File: config.mk
export PLATFORM = sky130hd
export DESIGN_NAME = mult_4x4_rr_sched
export DESIGN_NICKNAME = d
export VERILOG_FILES = /design/src/rtl/mult_4x4_rr_sched.sv
export SDC_FILE = /design/constraint.sdc
export NUM_CORES = 1
export LEC_CHECK = 0
export BUFFER_PORTS_ARGS = -buffer_cell sky130_fd_sc_hd__buf_2
export CORE_MARGIN = 2
export CORE_UTILIZATION = 40
export DETAILED_ROUTE_END_ITERATION = 8
export PLACE_DENSITY = 0.7
export SYNTH_ARGS = -nofsm -noshare
export SYNTH_HDL_FRONTEND = slang
export SYNTH_SLANG_ARGS = --single-unit
File: constraint.sdc
create_clock -name clk -period 5.09 [get_ports clk]
set_clock_uncertainty 0.05 [all_clocks]
set_input_delay 1.018 -clock clk [delete_from_list [all_inputs] [get_ports clk]]
set_output_delay 1.018 -clock clk [all_outputs]
set_load 0.03 [all_outputs]
File: src/rtl/mult_4x4_rr_sched.sv
// rtl/mult_4x4_rr_sched.sv - round-robin scheduler sharing one external 4x4 multiplier
module mult_4x4_rr_sched #(
    parameter int NUM_REQ = 4,
    parameter int ID_W    = 2
) (
    input  logic                  clk,
    input  logic                  rst,
    input  logic [NUM_REQ-1:0]    req_valid,
    input  logic [4*NUM_REQ-1:0]  req_a,
    input  logic [4*NUM_REQ-1:0]  req_b,
    output logic [NUM_REQ-1:0]    req_ready,
    output logic [3:0]            mul_a,
    output logic [3:0]            mul_b,
    input  logic [7:0]            mul_product,
    output logic                  resp_valid,
    input  logic                  resp_ready,
    output logic [ID_W-1:0]       resp_id,
    output logic [7:0]            resp_product,
    output logic [15:0]           op_count
);

    typedef enum logic [1:0] {IDLE, CALC, RESP} state_t;

    state_t          r_state;
    logic [ID_W-1:0] r_rr_ptr;
    logic [3:0]      r_op_a;
    logic [3:0]      r_op_b;
    logic [ID_W-1:0] r_op_id;
    logic            r_resp_valid;
    logic [ID_W-1:0] r_resp_id;
    logic [7:0]      r_resp_product;
    logic [15:0]     r_op_count;

    logic            w_found;
    logic [ID_W-1:0] w_gidx;
    logic [ID_W:0]   w_sum;
    logic [ID_W-1:0] w_next_ptr;
    logic [3:0]      w_sel_a;
    logic [3:0]      w_sel_b;
    logic            w_grant;

    // Rotating priority search: first valid requester at or after rr_ptr, modulo NUM_REQ.
    always_comb begin
        w_found = 1'b0;
        w_gidx  = '0;
        w_sum   = '0;
        for (int k = 0; k < NUM_REQ; k++) begin
            w_sum = {1'b0, r_rr_ptr} + (ID_W+1)'(k);
            if (w_sum >= (ID_W+1)'(NUM_REQ)) begin
                w_sum = w_sum - (ID_W+1)'(NUM_REQ);
            end
            for (int j = 0; j < NUM_REQ; j++) begin
                if (!w_found && (w_sum == (ID_W+1)'(j)) && req_valid[j]) begin
                    w_found = 1'b1;
                    w_gidx  = ID_W'(j);
                end
            end
        end
    end

    assign w_grant    = (r_state == IDLE) && w_found;
    assign w_next_ptr = (w_gidx == ID_W'(NUM_REQ-1)) ? '0 : w_gidx + 1'b1;

    always_comb begin
        req_ready = '0;
        w_sel_a   = '0;
        w_sel_b   = '0;
        for (int i = 0; i < NUM_REQ; i++) begin
            if (w_gidx == ID_W'(i)) begin
                req_ready[i] = w_grant;
                w_sel_a      = req_a[4*i +: 4];
                w_sel_b      = req_b[4*i +: 4];
            end
        end
    end

    always_ff @(posedge clk or posedge rst) begin
        if (rst) begin
            r_state        <= IDLE;
            r_rr_ptr       <= '0;
            r_op_a         <= '0;
            r_op_b         <= '0;
            r_op_id        <= '0;
            r_resp_valid   <= 1'b0;
            r_resp_id      <= '0;
            r_resp_product <= '0;
            r_op_count     <= '0;
        end else begin
            case (r_state)
                IDLE: begin
                    if (w_grant) begin
                        r_op_a   <= w_sel_a;
                        r_op_b   <= w_sel_b;
                        r_op_id  <= w_gidx;
                        r_rr_ptr <= w_next_ptr;
                        r_state  <= CALC;
                    end
                end
                CALC: begin
                    r_resp_product <= mul_product;
                    r_resp_id      <= r_op_id;
                    r_resp_valid   <= 1'b1;
                    r_state        <= RESP;
                end
                RESP: begin
                    if (resp_ready) begin
                        r_resp_valid <= 1'b0;
                        if (r_op_count != 16'hFFFF) begin
                            r_op_count <= r_op_count + 16'd1;
                        end
                        r_state <= IDLE;
                    end
                end
                default: r_state <= IDLE;
            endcase
        end
    end

    // Operands stay parked on the multiplier between operations.
    assign mul_a        = r_op_a;
    assign mul_b        = r_op_b;
    assign resp_valid   = r_resp_valid;
    assign resp_id      = r_resp_id;
    assign resp_product = r_resp_product;
    assign op_count     = r_op_count;

endmodule

### Word-level counts from Yosys, hierarchy flattened

Index checks and enable logic that the tools add are counted.

| operators by class | value |
|---|---|
| add/subtract/negate cells | 9 |
| order comparisons | 4 |
| eq/ne operators | 20 |
| multiplexer cells | 53 |
| reductions and logical operators | 58 |

Operators by type and width:

| operator | count |
|---|---|
| $mux W2 | 17 |
| $logic_and A1 B1 Y1 | 32 |
| $mux W4 | 8 |
| $eq A3 B2 Y1 const B | 8 |
| $mux W1 | 22 |
| $add A16 B1 Y16 const B | 1 |
| $ne A16 B16 Y1 const B | 1 |
| $logic_not A1 Y1 | 15 |
| $eq A3 B1 Y1 const B | 4 |
| $logic_not A3 Y1 | 4 |
| $mux W3 | 4 |
| $ge A3 B3 Y1 const B | 3 |
| $sub A3 B3 Y3 const B | 3 |
| $add A2 B2 Y3 const B | 2 |
| $eq A2 B2 Y1 const B | 3 |
| $pmux W2 S3 | 1 |
| $reduce_and A2 Y1 | 3 |
| $eq A2 B1 Y1 const B | 2 |
| $logic_not A2 Y1 | 2 |
| $ne A2 B2 Y1 const B | 2 |
| $add A2 B1 Y3 const B | 1 |
| $ge A2 B3 Y1 const B | 1 |
| $reduce_and A3 Y1 | 1 |
| $sub A2 B3 Y3 const B | 1 |
| 3 further kinds | 3 |

| storage, ports and cells | value |
|---|---|
| output and inout port bits | 39 |
| bits in registers | 41 |
| bits of input ports | 47 |
| word-level logic and storage cells | 153 |

### Logic depth before layout (Yosys ltp)

Gate-level depths: netlist (run 1).

| logic depth | value |
|---|---|
| depth in word-level cells | 70 |
| gate-level depth with buffers | 11 |
| gate-level depth less buffers | 9 |

### Least setup slack after synthesis (run 1)

Ideal clock, no wire load.

| timing | value |
|---|---|
| kind | input to output |
| start | input req_valid[2] |
| end | output req_ready[3] |
| path buffers | 2 |
| stages on the path | 6 |
| data required time | 4,022 ps |
| slack | 1,263 ps |
| data arrival time | 2,759 ps |
| cells stage by stage | a22o_1 a221oi_1 ha_1 clkbuf_1 clkbuf_1 and2_1 |

| on the way | value |
|---|---|
| cells in the longest elaborated chain, start to end | 56 |
| elaborated cells between the ends (all ways) | 71 |
| those cells by class | eq/ne: 1; mux: 29; reduce/logical: 41 |

Ends and longest elaborated chain:

| item | RTL line | source |
|---|---|---|
| start: declaration | 8 | `input logic [NUM_REQ-1:0] req_valid,` |
| $logic_and A1 B1 Y1 | 53 | `if (!w_found && (w_sum == (ID_W+1)'(j)) && req_valid[j]) begin` |
| $mux W1 | 53 |  |
| $logic_not A1 Y1 | 53 |  |
| $logic_and A1 B1 Y1 (2 in a row) | 53 |  |
| $mux W1 | 53 |  |
| $logic_not A1 Y1 | 53 |  |
| $logic_and A1 B1 Y1 (2 in a row) | 53 |  |
| $mux W1 | 53 |  |
| (+37 left out) | -- |  |
| $logic_and A1 B1 Y1 (2 in a row) | 53 |  |
| $mux W1 | 53 |  |
| $logic_not A1 Y1 | 53 |  |
| $logic_and A1 B1 Y1 (2 in a row) | 53 |  |
| $mux W2 * | 53 |  |
| net w_gidx[0] | 35 | `logic [ID_W-1:0] w_gidx;` |
| $eq A2 B2 Y1 * | 69 | `if (w_gidx == ID_W'(i)) begin` |
| $mux W1 * | 69 |  |
| end: declaration | 11 | `output logic [NUM_REQ-1:0] req_ready,` |

The timed path passes the listed nets; every way through them passes the cells marked *.

### Worst setup path after layout (run 1)

| timing | value |
|---|---|
| start | input req_valid[2] |
| end | output req_ready[2] |

Same word-level chain as after synthesis.

==> impl_metrics.prom, run 1 <==
# TYPE chip_impl_metric gauge
chip_impl_metric{name="synth_register_bits",unit=""} 41
chip_impl_metric{name="setup-violations-final",unit=""} 0
chip_impl_info{name="critical-path-slowest-cell",value="sky130_fd_sc_hd__a221oi_1"} 1
chip_impl_metric{name="grt_max_degree",unit=""} 42
chip_impl_metric{name="synth-edff-count",unit=""} 0
chip_impl_metric{name="r2r_cells",unit=""} 9
chip_impl_metric{name="wire_length_of_the_first_global_routing_pass",unit="um"} 7820
chip_impl_metric{name="synthesis.instances",unit=""} 203
chip_impl_info{name="crit_top_cell",value="sky130_fd_sc_hd__buf_2"} 1
chip_impl_metric{name="route.detailed.drc",unit=""} 0
chip_impl_metric{name="synth_sequential_area_ratio",unit="%"} 47.6
chip_impl_metric{name="switching_power",unit="uW"} 684
chip_impl_metric{name="detail_route.vias_per_cell",unit=""} 5.02
chip_impl_metric{name="sinks_on_the_clock_net",unit=""} 41
chip_impl_info{name="cts_tree",value="built"} 1
chip_impl_metric{name="finalCriticalPeriod",unit="ns"} 3.99
chip_impl_metric{name="antenna_cells_inserted",unit=""} 0
chip_impl_metric{name="synth.avg_cell_area",unit="sq um"} 10.6
chip_impl_metric{name="timing.hold.worst_path_depth",unit=""} 1
chip_impl_metric{name="worst_slew_pin_slew",unit="ns"} 1.01
chip_impl_metric{name="post_cts_hold_buffer_count",unit=""} 0
chip_impl_metric{name="required",unit="ns"} 4.02
chip_impl_metric{name="cts_setup_buffers",unit=""} 0
chip_impl_metric{name="post_cts.resized_instances",unit=""} 0
chip_impl_info{name="unrepaired_setup_endpoints_after_global_routing",value="false"} 1
chip_impl_metric{name="die_area",unit="sq mm"} 0.00599
chip_impl_metric{name="cap_violations",unit=""} 0
chip_impl_metric{name="total_leakage_power",unit="uW"} 0.00136
chip_impl_metric{name="clkLatencyLatePin",unit="ns"} 0.29
chip_impl_info{name="path_cells",value="buf_2, a22o_1, a221oi_1, inv_1, ha_1, and2_1, buf_2"} 1
chip_impl_metric{name="internal_power",unit="uW"} 881
chip_impl_metric{name="hold_ws",unit="ns"} 0.447
chip_impl_metric{name="vdd.ir_drop.worst",unit="V"} 0.000310
chip_impl_metric{name="design.portCount",unit=""} 86
chip_impl_metric{name="clk_pin_slew_worst_paths",unit="ns"} 0.07
chip_impl_metric{name="r2r_slack",unit="ns"} 2.44
chip_impl_metric{name="hold_viol",unit=""} 0
chip_impl_metric{name="place_congestion",unit=""} 0.816
chip_impl_metric{name="post-layout-total-power",unit="uW"} 1560
chip_impl_metric{name="yosysWarningCount",unit=""} 0
chip_impl_metric{name="postPlaceCellArea",unit="sq mm"} 0.00266
chip_impl_info{name="worst_setup_path_class",value="in -> out"} 1
chip_impl_metric{name="fin_ws",unit="ns"} 1.10
chip_impl_metric{name="syn_to_final_growth",unit="%"} 28.1
chip_impl_info{name="outcome",value="finished clean"} 1
chip_impl_metric{name="power_density",unit="mW/mm^2"} 567
chip_impl_metric{name="floorplan.initialDensity",unit="%"} 41.9
chip_impl_metric{name="hpwl",unit="um"} 3550
chip_impl_metric{name="vertical_extent_of_the_die",unit="um"} 77.4
chip_impl_info{name="min_path_type",value="reg -> reg"} 1
chip_impl_metric{name="comb_power_share",unit="%"} 51.1
chip_impl_metric{name="avgRoutedWirePerCell",unit="um"} 13.0
chip_impl_metric{name="grt_overflow",unit=""} 0
chip_impl_metric{name="syn-cell-area",unit="sq mm"} 0.00215
chip_impl_metric{name="timing.fmax",unit="MHz"} 251
chip_impl_metric{name="wl",unit="um"} 4680
chip_impl_metric{name="number_of_core_rows",unit=""} 26
chip_impl_metric{name="dieWidth",unit="um"} 77.4
chip_impl_metric{name="detail_route.iter0.violations",unit=""} 92
chip_impl_metric{name="seqPwrFrac",unit="%"} 34.1
chip_impl_info{name="setup.worst_path.start_class",value="input port"} 1
chip_impl_metric{name="detail-route-antenna-nets",unit=""} 0
chip_impl_metric{name="tns",unit="ns"} 0
chip_impl_metric{name="first_pass_iters",unit=""} 4
chip_impl_metric{name="cp.arrival",unit="ns"} 2.92
chip_impl_metric{name="grt_use_total",unit="%"} 16.3
chip_impl_metric{name="vias",unit=""} 1813
chip_impl_metric{name="share_of_async_settable_or_async_resettable_flops_after_synthesis",unit="%"} 100
chip_impl_metric{name="cts_made_buffers",unit=""} 5
chip_impl_metric{name="path_max_fanout",unit=""} 17
chip_impl_metric{name="clockBufferDepth",unit=""} 2
chip_impl_info{name="dominantRegCellSynth",value="sky130_fd_sc_hd__dfrtp_1"} 1
chip_impl_metric{name="timing.max_slew.rel_slack",unit="%"} 32.8
chip_impl_metric{name="cts_max_level",unit=""} 2
chip_impl_metric{name="power_switching_share",unit="%"} 43.7
chip_impl_info{name="root_buffer",value="sky130_fd_sc_hd__clkbuf_8"} 1
chip_impl_metric{name="post_route_cells_drive_above_1_share",unit="%"} 40.5
chip_impl_metric{name="post-route-cell-area",unit="sq mm"} 0.00276
chip_impl_metric{name="pre_cts_ws",unit="ns"} 1.13
chip_impl_metric{name="synth.distinct_cells",unit=""} 42
chip_impl_info{name="end_kind",value="output pin"} 1
chip_impl_metric{name="nets",unit=""} 342
chip_impl_metric{name="slew_violations",unit=""} 0
chip_impl_metric{name="antenna_found_initial",unit=""} 0
chip_impl_metric{name="placeableCoreArea",unit="sq mm"} 0.00514
chip_impl_metric{name="power_frac_clock",unit="%"} 14.8
chip_impl_metric{name="syn_nets",unit=""} 255
chip_impl_metric{name="grt_pass1_vias",unit=""} 1763
chip_impl_metric{name="cp_slowest_stage_delay",unit="ns"} 0.59
chip_impl_metric{name="count_of_port_buffers_added_during_placement",unit=""} 85
chip_impl_metric{name="final_min_period_over_clock_period",unit="%"} 78.3
placed cells by master, fill, tap and decap left out, types with 8 or more instances in the layout:
cell type and instances:
sky130_fd_sc_hd__a221oi_1 8, sky130_fd_sc_hd__inv_1 16, sky130_fd_sc_hd__nor2_1 11, sky130_fd_sc_hd__mux2_2 15, sky130_fd_sc_hd__dfrtp_1 41, sky130_fd_sc_hd__a21oi_1 8, sky130_fd_sc_hd__xnor2_1 8, sky130_fd_sc_hd__nand2_1 15
sky130_fd_sc_hd__buf_2 85
synth_stat cells, types with 2 or more instances:
library cell | count | share of area (%)
sky130_fd_sc_hd__mux2_2 | 15 | 7.8
sky130_fd_sc_hd__a21oi_1 | 8 | 1.9
sky130_fd_sc_hd__ha_1 | 5 | 2.9
sky130_fd_sc_hd__and3_1 | 2 | 0.58
sky130_fd_sc_hd__nand4_1 | 4 | 1.2
sky130_fd_sc_hd__a211o_1 | 7 | 2.8
sky130_fd_sc_hd__nor4_1 | 3 | 0.87
sky130_fd_sc_hd__mux2i_1 | 2 | 0.93
sky130_fd_sc_hd__nand3_1 | 3 | 0.70
sky130_fd_sc_hd__a221oi_1 | 8 | 3.3
sky130_fd_sc_hd__nor2b_1 | 2 | 0.58
sky130_fd_sc_hd__xnor2_1 | 8 | 3.3
sky130_fd_sc_hd__a31oi_1 | 7 | 2.0
sky130_fd_sc_hd__dfrtp_1 | 41 | 48
sky130_fd_sc_hd__nand2b_1 | 4 | 1.2
sky130_fd_sc_hd__and4_1 | 2 | 0.81
sky130_fd_sc_hd__nor3_2 | 2 | 0.93
sky130_fd_sc_hd__or3_1 | 2 | 0.58
sky130_fd_sc_hd__mux2_1 | 2 | 1.0
sky130_fd_sc_hd__o211ai_1 | 3 | 1.0
sky130_fd_sc_hd__inv_1 | 16 | 2.8
sky130_fd_sc_hd__nand2_1 | 15 | 2.6
sky130_fd_sc_hd__o21ai_0 | 3 | 0.70
sky130_fd_sc_hd__and2_1 | 5 | 1.5
sky130_fd_sc_hd__nor2_1 | 11 | 1.9
sky130_fd_sc_hd__clkbuf_1 | 7 | 1.2
layer usage:
metal | share of wire [%] | track usage (%) | vias up
li1 | - | - | 905
met1 | 45 | 20.7 | 856
met2 | 48 | 27.0 | 43
met3 | 5.8 | 5.47 | 9
met4 | 1.5 | 3.93 | 0
met5 | 0 | 0 | -
cell type report:
type,count,area (sq um)
Clock buffer,7,96.3
Clock inverter,1,5.00
Fill cell,510,2380
Inverter,16,60.1
Multi-Input combinational cell,138,1040
Sequential cell,41,1030
Tap cell,70,87.6
Timing Repair Buffer,88,448
worst paths after layout:
| check | from | end |
|---|---|---|
| hold / removal | op_count[7]$_DFFE_PP0P_ | op_count[7]$_DFFE_PP0P_ |
| setup reg to reg | r_rr_ptr[1]$_DFFE_PP0P_ | mul_a[3]$_DFFE_PP0P_ |
| setup / recovery | req_valid[2] | req_ready[2] |
| min in group asynchronous | rst | resp_product[2]$_DFFE_PP0P_ |
| max in group asynchronous | rst | op_count[15]$_DFFE_PP0P_ |
| hold reg to reg | op_count[7]$_DFFE_PP0P_ | op_count[7]$_DFFE_PP0P_ |
power by group through the flow:
stage / logic, uW / clock network, uW / registers (uW)
global route: 874 / 253 / 552
detailed placement: 807 / 0 / 539
floorplan: 406 / 0 / 717
finish: 800 / 231 / 533
CTS: 808 / 237 / 536
global placement: 792 / 0 / 538
cell families after synthesis:
| logic type | share of synthesized area [%] |
|---|---|
| adders and majority gates | 2.91 |
| and+or+nand+nor | 17.5 |
| AOI/OAI and AO/OA | 14.2 |
| muxes | 9.82 |
| DFF | 47.6 |
| xor gates and xnor gates | 3.66 |
| buffers and inverters | 4.24 |
per-stage QoR:
stage	cells	utilization, %
after detailed placement	353	51.7
final	361	53.7
after CTS	361	53.7
after global placement	353	51.7
after global routing	361	53.7
after floorplan	203	-
flip-flops by register name, indices dropped and copies added, names as in the netlist:
signal and count:
r_state 2, mul_a 4, resp_product 8, op_count 16
resp_id 2, r_rr_ptr 2, r_op_id 2, resp_valid 1
mul_b 4
worst max-delay path: cells and delay by family:
family / cells / cell delay (ns)
buf+inv: 3 / 0.44
compound gates: 2 / 0.81
simple gates: 1 / 0.22
fa+ha+maj: 1 / 0.43
No activity file was read; power rests on OpenSTA's default activity.
==> run 2: changes to the inputs <==
--- a/config.mk
+++ b/config.mk
@@ -9,7 +9,7 @@
 export CORE_MARGIN = 2
 export CORE_UTILIZATION = 40
 export DETAILED_ROUTE_END_ITERATION = 8
-export PLACE_DENSITY = 0.7
+export PLACE_DENSITY = 0.73
 export SYNTH_ARGS = -nofsm -noshare
 export SYNTH_HDL_FRONTEND = slang
 export SYNTH_SLANG_ARGS = --single-unit
==> constraint.sdc (replaced) <==
create_clock -name clk -period 3.25 [get_ports clk]
set_clock_uncertainty 0.05 [all_clocks]
set_input_delay 0.65 -clock clk [delete_from_list [all_inputs] [get_ports clk]]
set_output_delay 0.65 -clock clk [all_outputs]
set_load 0.03 [all_outputs]
==> run 2 against run 1 <==
Sequential cell count is the same. Setup slack lost 0.70 ns. Clock-buffer cell count is the same.
==> impl_metrics.prom, run 2 (synthesis results as in run 1) <==
# TYPE chip_impl_metric gauge
chip_impl_info{name="outcome",value="finished clean"} 1
chip_impl_metric{name="antenna_cells_inserted",unit=""} 0
chip_impl_metric{name="path_max_fanout",unit=""} 11
chip_impl_info{name="root_buffer",value="sky130_fd_sc_hd__clkbuf_8"} 1
chip_impl_info{name="cts_tree",value="built"} 1
chip_impl_metric{name="pre_cts_ws",unit="ns"} 0.418
chip_impl_metric{name="cap_violations",unit=""} 0
chip_impl_metric{name="count_of_port_buffers_added_during_placement",unit=""} 85
chip_impl_metric{name="r2r_cells",unit=""} 9
chip_impl_metric{name="syn_to_final_growth",unit="%"} 28.8
chip_impl_metric{name="wl",unit="um"} 4800
chip_impl_info{name="end_kind",value="output pin"} 1
chip_impl_metric{name="postPlaceCellArea",unit="sq mm"} 0.00269
chip_impl_metric{name="wire_length_of_the_first_global_routing_pass",unit="um"} 8290
chip_impl_info{name="unrepaired_setup_endpoints_after_global_routing",value="false"} 1
chip_impl_metric{name="global_route.usage.met3",unit="%"} 3.84
chip_impl_metric{name="sinks_on_the_clock_net",unit=""} 41
chip_impl_metric{name="detail_route.vias_per_cell",unit=""} 5.13
chip_impl_info{name="rr_startpoint",value="r_rr_ptr[1]$_DFFE_PP0P_"} 1
chip_impl_metric{name="vdd.ir_drop.worst",unit="V"} 0.000567
chip_impl_metric{name="post_cts_hold_buffer_count",unit=""} 0
chip_impl_info{name="min_path_type",value="in -> async"} 1
chip_impl_metric{name="cts_setup_buffers",unit=""} 0
chip_impl_metric{name="floorplan.initialDensity",unit="%"} 41.9
chip_impl_metric{name="clkLatencyLatePin",unit="ns"} 0.28
chip_impl_info{name="worst_setup_path_class",value="in -> out"} 1
chip_impl_metric{name="vertical_extent_of_the_die",unit="um"} 77.4
chip_impl_info{name="mostFrequentLayoutCells",value="sky130_fd_sc_hd__buf_2, sky130_fd_sc_hd__dfrtp_1, sky130_fd_sc_hd__inv_1, sky130_fd_sc_hd__nand2_1, sky130_fd_sc_hd__mux2_2"} 1
chip_impl_metric{name="post-route-cell-area",unit="sq mm"} 0.00277
chip_impl_metric{name="largest_reg_flops",unit=""} 16
chip_impl_metric{name="die_area",unit="sq mm"} 0.00599
chip_impl_metric{name="total_leakage_power",unit="uW"} 0.00137
chip_impl_metric{name="power_density",unit="mW/mm^2"} 878
chip_impl_metric{name="timing.fmax",unit="MHz"} 351
chip_impl_metric{name="final_util",unit="%"} 54.0
chip_impl_metric{name="cts_max_level",unit=""} 2
chip_impl_metric{name="grt_max_degree",unit=""} 18
chip_impl_metric{name="antenna_found_initial",unit=""} 0
chip_impl_metric{name="final_min_period_over_clock_period",unit="%"} 87.7
chip_impl_metric{name="dieWidth",unit="um"} 77.4
chip_impl_metric{name="first_pass_iters",unit=""} 4
chip_impl_metric{name="vias",unit=""} 1869
chip_impl_info{name="final_common_cell",value="sky130_fd_sc_hd__buf_2"} 1
chip_impl_metric{name="detail_route.iter0.violations",unit=""} 115
chip_impl_metric{name="route.detailed.drc",unit=""} 0
chip_impl_metric{name="tns",unit="ns"} 0
chip_impl_metric{name="hold_viol",unit=""} 0
chip_impl_metric{name="detail-route-antenna-nets",unit=""} 0
chip_impl_metric{name="gr-usage-met2",unit="%"} 29.2
chip_impl_metric{name="number_of_core_rows",unit=""} 26
chip_impl_metric{name="nets",unit=""} 346
chip_impl_metric{name="worst_slew_pin_slew",unit="ns"} 1.02
chip_impl_metric{name="clockBufferDepth",unit=""} 2
chip_impl_metric{name="design.portCount",unit=""} 86
chip_impl_metric{name="grt_use_total",unit="%"} 17.1
chip_impl_metric{name="post_route_cells_drive_above_1_share",unit="%"} 40.8
chip_impl_info{name="setup.worst_path.start_class",value="input port"} 1
chip_impl_metric{name="timing.max_slew.rel_slack",unit="%"} 31.8
chip_impl_metric{name="avgRoutedWirePerCell",unit="um"} 13.2
chip_impl_metric{name="grt.met1_usage",unit="%"} 21.3
chip_impl_metric{name="finalCriticalPeriod",unit="ns"} 2.85
chip_impl_metric{name="setup-violations-final",unit=""} 0
chip_impl_metric{name="post-layout-total-power",unit="uW"} 2440
chip_impl_metric{name="grt_overflow",unit=""} 0
chip_impl_metric{name="cp.arrival",unit="ns"} 2.15
chip_impl_metric{name="clk_pin_slew_worst_paths",unit="ns"} 0.07
chip_impl_metric{name="placeableCoreArea",unit="sq mm"} 0.00514
chip_impl_metric{name="slew_violations",unit=""} 0
chip_impl_metric{name="grt_pass1_vias",unit=""} 1881
chip_impl_metric{name="hpwl",unit="um"} 3710
chip_impl_metric{name="required",unit="ns"} 2.55
chip_impl_metric{name="r2r_slack",unit="ns"} 0.81
chip_impl_info{name="top_usage_layer",value="met2"} 1
chip_impl_metric{name="post_cts.resized_instances",unit=""} 0
chip_impl_metric{name="fin_ws",unit="ns"} 0.399
chip_impl_info{name="r2r-end",value="mul_b[3]$_DFFE_PP0P_"} 1
chip_impl_metric{name="place_congestion",unit=""} 0.830
chip_impl_metric{name="cts_made_buffers",unit=""} 5
## run 2: changes by cell type in the layout (fill, tap and decap cells not counted)
cell and change:
sky130_fd_sc_hd__buf_4 +4, sky130_fd_sc_hd__clkbuf_8 -1, sky130_fd_sc_hd__clkbuf_1 +1, sky130_fd_sc_hd__clkinv_2 -1
## run 2: worst max path at each step
stage | endpoint | start | slack, ns | cells past startpoint
finish | req_ready[1] | req_valid[2] | 0.40 | 7
global route | req_ready[1] | req_valid[2] | 0.24 | 7
CTS | req_ready[1] | req_valid[2] | 0.41 | 7
detailed placement | req_ready[1] | req_valid[2] | 0.42 | 7
global placement | req_ready[1] | req_valid[2] | 0.43 | 7
floorplan | req_ready[3] | req_valid[2] | 0.16 | 6
## run 2: stage by stage
stage | hold slack, ns | cells
6_report | 0.266 | 364
3_3_place_gp | 0.429 | 357
4_1_cts | 0.272 | 364
3_5_place_dp | 0.440 | 357
2_1_floorplan | 0.425 | 203
5_1_grt | 0.294 | 364
## run 2: where the power goes
group	leakage (uW)	internal [uW]	total [uW]	switching (uW)
Combinational	0.000828	503	1270	771
Clock	0.0000443	168	328	160
Sequential	0.000498	702	832	130
## run 2: critical path, cell delays in order
cell	delay, ns
sky130_fd_sc_hd__buf_2	0.12
sky130_fd_sc_hd__a22o_1	0.24
sky130_fd_sc_hd__a221oi_1	0.23
sky130_fd_sc_hd__buf_4	0.18
sky130_fd_sc_hd__ha_1	0.36
sky130_fd_sc_hd__and2_1	0.18
sky130_fd_sc_hd__buf_2	0.19
## run 2: routing by layer
layer / routed length (um) / up-vias / share of wire (%)
met5: 0 / - / 0
met4: 76 / 0 / 1.6
met3: 207 / 9 / 4.3
met2: 2360 / 42 / 49
met1: 2150 / 904 / 45
li1: - / 914 / -
## run 2: area by class of cell
| cell class | count | area (sq um) |
|---|---|---|
| fillers | 500 | 2370 |
| multi-input cells | 138 | 1040 |
| flip-flops and latches | 41 | 1030 |
| repair buffers | 92 | 478 |
| well taps | 70 | 87.6 |
| clock buffers | 7 | 86.3 |
| inverters | 16 | 60.1 |
